--- config.mk ---
export PLATFORM = sky130hd
export DESIGN_NAME = div_clock_sequencer
export DESIGN_NICKNAME = d
export VERILOG_FILES = /design/src/rtl/div_clock_pkg.sv /design/src/rtl/div_clock_cfg_regs.sv /design/src/rtl/div_clock_sequencer.sv
export SDC_FILE = /design/constraint.sdc
export NUM_CORES = 1
export LEC_CHECK = 0
export CORE_MARGIN = 3
export CORE_UTILIZATION = 54
export CTS_CLUSTER_DIAMETER = 200
export DETAILED_ROUTE_END_ITERATION = 8
export PLACE_DENSITY = 0.77
export SLEW_MARGIN = 20
export SYNTH_ARGS = -nofsm -noshare
export SYNTH_HDL_FRONTEND = slang
export SYNTH_SLANG_ARGS = --single-unit
--- constraint.sdc ---
create_clock -name CLK -period 4.4 [get_ports CLK]
set_clock_uncertainty 0.15 [all_clocks]
set_input_delay 0.88 -clock CLK [delete_from_list [all_inputs] [get_ports CLK]]
set_output_delay 0.88 -clock CLK [all_outputs]
set_load 0.1 [all_outputs]
--- src/rtl/div_clock_pkg.sv ---
// -----------------------------------------------------------------------------
// div_clock_pkg
// Shared types and helpers for the divided-clock sequencer:
//   - state_e      : sequencer FSM states
//   - cfg_t        : configuration record (offset, width, divisor)
//   - cfg_is_valid : validity rule for a configuration word
// The record fields are CFG_MAX_W wide. Users zero-extend their CNT_W-bit
// values into it, so the unsigned comparisons give the same result as CNT_W
// arithmetic. CNT_W must not exceed CFG_MAX_W.
// -----------------------------------------------------------------------------
package div_clock_pkg;

  localparam int CFG_MAX_W = 32;

  typedef enum logic [1:0] {
    IDLE,
    OFFSET,
    HIGH,
    LOW
  } state_e;

  typedef struct packed {
    logic [CFG_MAX_W-1:0] offset;
    logic [CFG_MAX_W-1:0] width;
    logic [CFG_MAX_W-1:0] divisor;
  } cfg_t;

  // A usable waveform needs a non-empty high phase and a non-empty low phase.
  function automatic logic cfg_is_valid(input cfg_t c);
    return (c.divisor != '0) && (c.width != '0) && (c.width < c.divisor);
  endfunction

endpackage

--- src/rtl/div_clock_cfg_regs.sv ---
// -----------------------------------------------------------------------------
// div_clock_cfg_regs
// Active and shadow configuration storage for div_clock_sequencer.
// Ports:
//   CLK, RST        : clock, synchronous active-high reset
//   i_wr            : accepted and valid configuration word this cycle
//   i_idle          : sequencer is idle (write goes straight to active)
//   i_copy          : LOW->HIGH boundary with a full shadow (shadow -> active)
//   i_cfg           : incoming configuration word
//   o_active        : active configuration
//   o_active_valid  : active configuration has been loaded
//   o_shadow        : shadow configuration
//   o_shadow_full   : shadow holds a pending configuration
// -----------------------------------------------------------------------------
module div_clock_cfg_regs
  import div_clock_pkg::*;
(
  input  logic CLK,
  input  logic RST,
  input  logic i_wr,
  input  logic i_idle,
  input  logic i_copy,
  input  cfg_t i_cfg,
  output cfg_t o_active,
  output logic o_active_valid,
  output cfg_t o_shadow,
  output logic o_shadow_full
);

  cfg_t r_active;
  cfg_t r_shadow;
  logic r_active_valid;
  logic r_shadow_full;

  // NOTE: sequential state uses non-blocking assignments only, so every
  // register samples the pre-edge values of its inputs.
  always_ff @(posedge CLK) begin
    if (RST) begin
      // NOTE: the configuration words are reset as well. There are only a
      // few of them, and this keeps X out of the counter load paths.
      r_active       <= '0;
      r_shadow       <= '0;
      r_active_valid <= 1'b0;
      r_shadow_full  <= 1'b0;
    end else begin
      // The copy takes the old shadow. A word accepted on the same edge
      // overwrites the shadow and leaves it full.
      if (i_copy) begin
        r_active <= r_shadow;
      end
      if (i_wr) begin
        if (i_idle) begin
          r_active       <= i_cfg;
          r_active_valid <= 1'b1;
        end else begin
          r_shadow      <= i_cfg;
          r_shadow_full <= 1'b1;
        end
      end else if (i_copy) begin
        r_shadow_full <= 1'b0;
      end
    end
  end

  assign o_active       = r_active;
  assign o_active_valid = r_active_valid;
  assign o_shadow       = r_shadow;
  assign o_shadow_full  = r_shadow_full;

endmodule

--- src/rtl/div_clock_sequencer.sv ---
// -----------------------------------------------------------------------------
// div_clock_sequencer
// Generates a divided clock: an optional start offset, then repeating periods
// made of a HIGH phase followed by a LOW phase.
// Parameters: CNT_W (counter width), IDLE_LEVEL (clk_out level when not high)
// Ports:
//   CLK, RST     : clock, synchronous active-high reset
//   run          : level request to generate the waveform
//   cfg_valid    : configuration word offered
//   cfg_ready    : configuration can be accepted this cycle
//   cfg_offset   : cycles from start to the first high phase
//   cfg_width    : high-phase length
//   cfg_divisor  : period length
//   clk_out      : registered divided waveform
//   rise_pulse   : first cycle of each high phase
//   fall_pulse   : first cycle of each low phase
//   busy         : FSM is not idle
//   cfg_err      : sticky, set when an invalid configuration is rejected
// -----------------------------------------------------------------------------
module div_clock_sequencer
  import div_clock_pkg::*;
#(
  parameter int CNT_W      = 16,
  parameter bit IDLE_LEVEL = 1'b0
) (
  input  logic             CLK,
  input  logic             RST,
  input  logic             run,
  input  logic             cfg_valid,
  output logic             cfg_ready,
  input  logic [CNT_W-1:0] cfg_offset,
  input  logic [CNT_W-1:0] cfg_width,
  input  logic [CNT_W-1:0] cfg_divisor,
  output logic             clk_out,
  output logic             rise_pulse,
  output logic             fall_pulse,
  output logic             busy,
  output logic             cfg_err
);

  localparam logic [CNT_W-1:0] L_ONE = CNT_W'(1);

  state_e           r_state;
  state_e           w_state_nxt;
  logic [CNT_W-1:0] r_cnt;
  logic [CNT_W-1:0] w_cnt_nxt;
  logic             r_clk_out;
  logic             r_rise;
  logic             r_fall;
  logic             r_busy;
  logic             r_cfg_err;

  cfg_t             w_cfg_in;
  cfg_t             w_active;
  cfg_t             w_shadow;
  logic             w_active_valid;
  logic             w_shadow_full;
  logic             w_hs;
  logic             w_cfg_ok;
  logic             w_copy;
  logic [CNT_W-1:0] w_act_offset;
  logic [CNT_W-1:0] w_act_width;
  logic [CNT_W-1:0] w_act_div;
  logic [CNT_W-1:0] w_hi_len;
  logic             w_unused_cfg;

  assign w_cfg_in = '{offset:  CFG_MAX_W'(cfg_offset),
                      width:   CFG_MAX_W'(cfg_width),
                      divisor: CFG_MAX_W'(cfg_divisor)};

  assign w_act_offset = w_active.offset[CNT_W-1:0];
  assign w_act_width  = w_active.width[CNT_W-1:0];
  assign w_act_div    = w_active.divisor[CNT_W-1:0];
  // Upper record bits are always zero; this sink keeps them from being
  // reported as unused.
  assign w_unused_cfg = ^{w_active, w_shadow};

  // Boundary copy: the last LOW cycle before another HIGH while a word is
  // pending.
  assign w_copy = (r_state == LOW) && (r_cnt == '0) && run && w_shadow_full;

  // The shadow frees up on the copy edge, so a new word can be taken there.
  assign cfg_ready = !w_shadow_full || w_copy;
  assign w_hs      = cfg_valid && cfg_ready;
  assign w_cfg_ok  = cfg_is_valid(w_cfg_in);

  // The HIGH phase that starts at a copy boundary uses the incoming width.
  assign w_hi_len = w_copy ? w_shadow.width[CNT_W-1:0] : w_act_width;

  div_clock_cfg_regs u_cfg_regs (
    .CLK            (CLK),
    .RST            (RST),
    .i_wr           (w_hs && w_cfg_ok),
    .i_idle         (r_state == IDLE),
    .i_copy         (w_copy),
    .i_cfg          (w_cfg_in),
    .o_active       (w_active),
    .o_active_valid (w_active_valid),
    .o_shadow       (w_shadow),
    .o_shadow_full  (w_shadow_full)
  );

  // Phase counter holds the cycles left in the current phase minus one.
  always_comb begin
    // NOTE: defaults first, so that every path assigns both outputs and
    // no latch is inferred.
    w_state_nxt = r_state;
    w_cnt_nxt   = r_cnt;
    unique case (r_state)
      IDLE: begin
        w_cnt_nxt = '0;
        if (run && w_active_valid) begin
          if (w_act_offset != '0) begin
            w_state_nxt = OFFSET;
            w_cnt_nxt   = w_act_offset - L_ONE;
          end else begin
            w_state_nxt = HIGH;
            w_cnt_nxt   = w_act_width - L_ONE;
          end
        end
      end
      OFFSET: begin
        if (!run) begin
          w_state_nxt = IDLE;
          w_cnt_nxt   = '0;
        end else if (r_cnt == '0) begin
          w_state_nxt = HIGH;
          w_cnt_nxt   = w_act_width - L_ONE;
        end else begin
          w_cnt_nxt = r_cnt - L_ONE;
        end
      end
      HIGH: begin
        if (r_cnt == '0) begin
          w_state_nxt = LOW;
          w_cnt_nxt   = w_act_div - w_act_width - L_ONE;
        end else begin
          w_cnt_nxt = r_cnt - L_ONE;
        end
      end
      LOW: begin
        // run is only sampled here, so a period is never cut short.
        if (r_cnt == '0) begin
          if (run) begin
            w_state_nxt = HIGH;
            w_cnt_nxt   = w_hi_len - L_ONE;
          end else begin
            w_state_nxt = IDLE;
            w_cnt_nxt   = '0;
          end
        end else begin
          w_cnt_nxt = r_cnt - L_ONE;
        end
      end
      default: begin
        w_state_nxt = IDLE;
        w_cnt_nxt   = '0;
      end
    endcase
  end

  // Outputs are decoded from the next state, so they line up with the state
  // they describe without an extra cycle of latency.
  always_ff @(posedge CLK) begin
    if (RST) begin
      r_state   <= IDLE;
      r_cnt     <= '0;
      r_clk_out <= IDLE_LEVEL;
      r_rise    <= 1'b0;
      r_fall    <= 1'b0;
      r_busy    <= 1'b0;
      r_cfg_err <= 1'b0;
    end else begin
      r_state   <= w_state_nxt;
      r_cnt     <= w_cnt_nxt;
      r_clk_out <= (w_state_nxt == HIGH) ? ~IDLE_LEVEL : IDLE_LEVEL;
      r_rise    <= (w_state_nxt == HIGH) && (r_state != HIGH);
      r_fall    <= (w_state_nxt == LOW) && (r_state != LOW);
      r_busy    <= (w_state_nxt != IDLE);
      r_cfg_err <= r_cfg_err || (w_hs && !w_cfg_ok);
    end
  end

  assign clk_out    = r_clk_out;
  assign rise_pulse = r_rise;
  assign fall_pulse = r_fall;
  assign busy       = r_busy;
  assign cfg_err    = r_cfg_err;

endmodule

==> flow_summary.json <==
{
  "status": "completed",
  "hold_violations": 0,
  "final_util": 0.656,
  "grt_pass1_wl_um": 36100,
  "clock_latency_ns": 0.44,
  "relSlewSlack": 0.354,
  "synth_top_family_by_area": "simple AND/OR/NAND/NOR gates",
  "cp-end-kind": "flop",
  "cts_hold_buf": 0,
  "io_pins": 58,
  "diodes": 0,
  "fmax_ghz": 0.249,
  "clockRootBuffer": "clkbuf_16",
  "die_w_um": 126,
  "rows": 43,
  "worst-path-max-fanout": 5,
  "synth_nets": 1080,
  "synth_compound_area_frac": 0.192,
  "regToRegStartpoint": "r_cnt[8]$_SDFF_PP0_",
  "final_common_cell": "nor2_1",
  "ys_seq_area_frac": 0.313,
  "first_pass_iters": 5,
  "worstHoldPathType": "reg2reg",
  "grt_max_degree": 75,
  "fin_nets": 1123,
  "drtIter0Drc": 652,
  "grt_usage": 0.279,
  "antenna_found_initial": 0,
  "area_growth_syn_to_layout_pct": 18.1,
  "ant_nets": 0,
  "finalPower_mw": 5.40,
  "yosysUniqueCellTypes": 63,
  "synth_adder_area_share": 0.0591,
  "grt_pass1_vias": 7042,
  "portBuffers": 57,
  "clk_pin_slew_worst_paths_ns": 0.06,
  "gp_congestion": 0.977,
  "hpwl_um": 15700,
  "overflow": 0,
  "fin_crit_ns": 4.01,
  "cts_made_buffers": 17,
  "synth_area_sq_um": 7750,
  "finalHoldWorstSlack_ns": 0.325,
  "slew_violations": 0,
  "core_sq_um": 13900,
  "vdd_drop_max_v": 0.000300,
  "final_cell_count_no_fill": 1228,
  "syn_avg_cell_area_sq_um": 7.81,
  "yosys_warnings": 0,
  "hp-start": "u_cfg_regs.o_shadow[15]$_SDFFE_PP0P_",
  "power_density_nw_per_um2": 591,
  "cts_resized": 0,
  "die_h_um": 126,
  "p_leak_nw": 3.51,
  "ys_async_sr_fraction": 0,
  "start_util": 0.556,
  "netlist_instances": 992,
  "routed_wl_um": 22200,
  "tightest_slew_ns": 0.966,
  "cts_sinks": 121,
  "synth_edf_count": 0,
  "cts_buffer_depth": 2,
  "postCtsSetupBuffers": 0,
  "synth_xor_area_frac": 0.0701,
  "die_area_sq_um": 15800,
  "synthMuxAreaShare": 0.0775,
  "via_count": 7418,
  "cp.arrival_ns": 4.17,
  "dp_cells": 1196,
  "synthSimpleGateAreaFrac": 0.231,
  "setup_viol": 0,
  "routed_via_density": 6.04,
  "start_kind": "flop",
  "maxCapViolations": 0,
  "setup-tns-final_ns": 0,
  "synth-seq-cells": 121,
  "drc": 0,
  "ys.flop_type": "dfxtp_1",
  "rsz0062_at_grt": "false",
  "crit_required_ns": 4.56,
  "final_cell_mix": "nor2_1 (141), nand2_1 (136), dfxtp_1 (121)",
  "route.detailed.wl_per_inst_um": 18.1,
  "cts-htree-levels": 4,
  "fin_crit_sh": 0.911,
  "cts_tree": "yes",
  "layout-drive-gt1-share": 0.0706,
  "worstSetupStartpoint": "r_cnt[8]$_SDFF_PP0_",
  "path_class": "reg2reg"
}
## cell usage after synthesis (all sizes together), types with 8 or more instances
cell    number  share of area
a211oi      15          0.015
nand3       22          0.014
nor3        29          0.020
dfxtp      121           0.31
a311oi      42          0.047
nor4        16          0.013
buf         15          0.015
nand2      137          0.066
ha          35          0.057
nor3b        8         0.0084
a21o         9         0.0087
nor2       141          0.068
o21ai       44          0.028
clkbuf      43          0.021
a21oi       45          0.029
xor2        26          0.029
mux2i       60          0.078
inv         44          0.021
nor2b        9         0.0073
xnor2       36          0.041
o211ai      13          0.013
## state kept, by name, summed over array words and instances (netlist names)
signal,cells
clk_out,1
r_state,2
fall_pulse,1
u_cfg_regs.o_active_valid,1
u_cfg_regs.o_shadow,48
r_cnt,16
u_cfg_regs.o_active,48
rise_pulse,1
cfg_err,1
busy,1
u_cfg_regs.o_shadow_full,1
## layer usage
metal / routed length, um / track usage / part of all wire
met1: 10100 / 0.386 / 0.46
met2: 9780 / 0.426 / 0.44
met3: 1600 / 0.0573 / 0.072
met4: 695 / 0.115 / 0.031
met5: 0 / 0 / 0
## metrics by stage
| stage | setup slack [ns] | instance area, sq um |
|---|---|---|
| 2_1_floorplan | 0.0705 | 7750 |
| 6_report | 0.392 | 9150 |
| 4_1_cts | 0.438 | 9150 |
| 3_5_place_dp | 0.0328 | 8520 |
| 5_1_grt | 0.134 | 9150 |
| 3_3_place_gp | 0.0222 | 8520 |
## critical path, stage by stage (launching register included)
cell	delay [ns]
dfxtp_1	0.33
or4_4	0.56
nand4b_4	0.25
or2_2	0.43
mux2i_1	0.24
ha_1	0.20
or3b_2	0.48
nor4_1	0.27
buf_4	0.17
nor2b_1	0.14
xnor2_1	0.12
mux2i_1	0.10
a22o_1	0.24
a21oi_1	0.10
o21ai_0	0.09
## kinds of logic (layout without fill, tap and decap cells)
group	after synthesis	after routing
and+or+nand+nor	397	397
AOI/OAI and AO/OA	214	214
DFF	121	121
buffers and inverters	102	158
xor gates and xnor gates	62	62
muxes	60	60
adders and majority gates	36	36
## final cells by class
cell class	count	area, sq um
inverter	44	165
tap	180	225
fill	1157	4790
timing repair buffer	82	828
clock buffer	18	439
sequential	121	2420
clock inverter	14	185
multi-input combinational	769	4880
## worst paths after layout
check	endpoint	slack [ns]	cells after the start
setup reg to reg	r_cnt[10]$_SDFF_PP0_	0.39	14
setup / recovery	r_cnt[10]$_SDFF_PP0_	0.39	14
hold / removal	u_cfg_regs.o_active[15]$_SDFF_PP0_	0.32	2
hold reg to reg	u_cfg_regs.o_active[15]$_SDFF_PP0_	0.32	2
## power by group
part / internal, mW / leakage, nW / switching (mW) / total, mW
clock network: 0.919 / 0.296 / 0.572 / 1.49
registers: 1.25 / 0.987 / 0.174 / 1.42
logic: 0.962 / 2.23 / 1.53 / 2.49
total: 3.13 / 3.51 / 2.27 / 5.40
No activity file was read; power rests on OpenSTA's default activity.
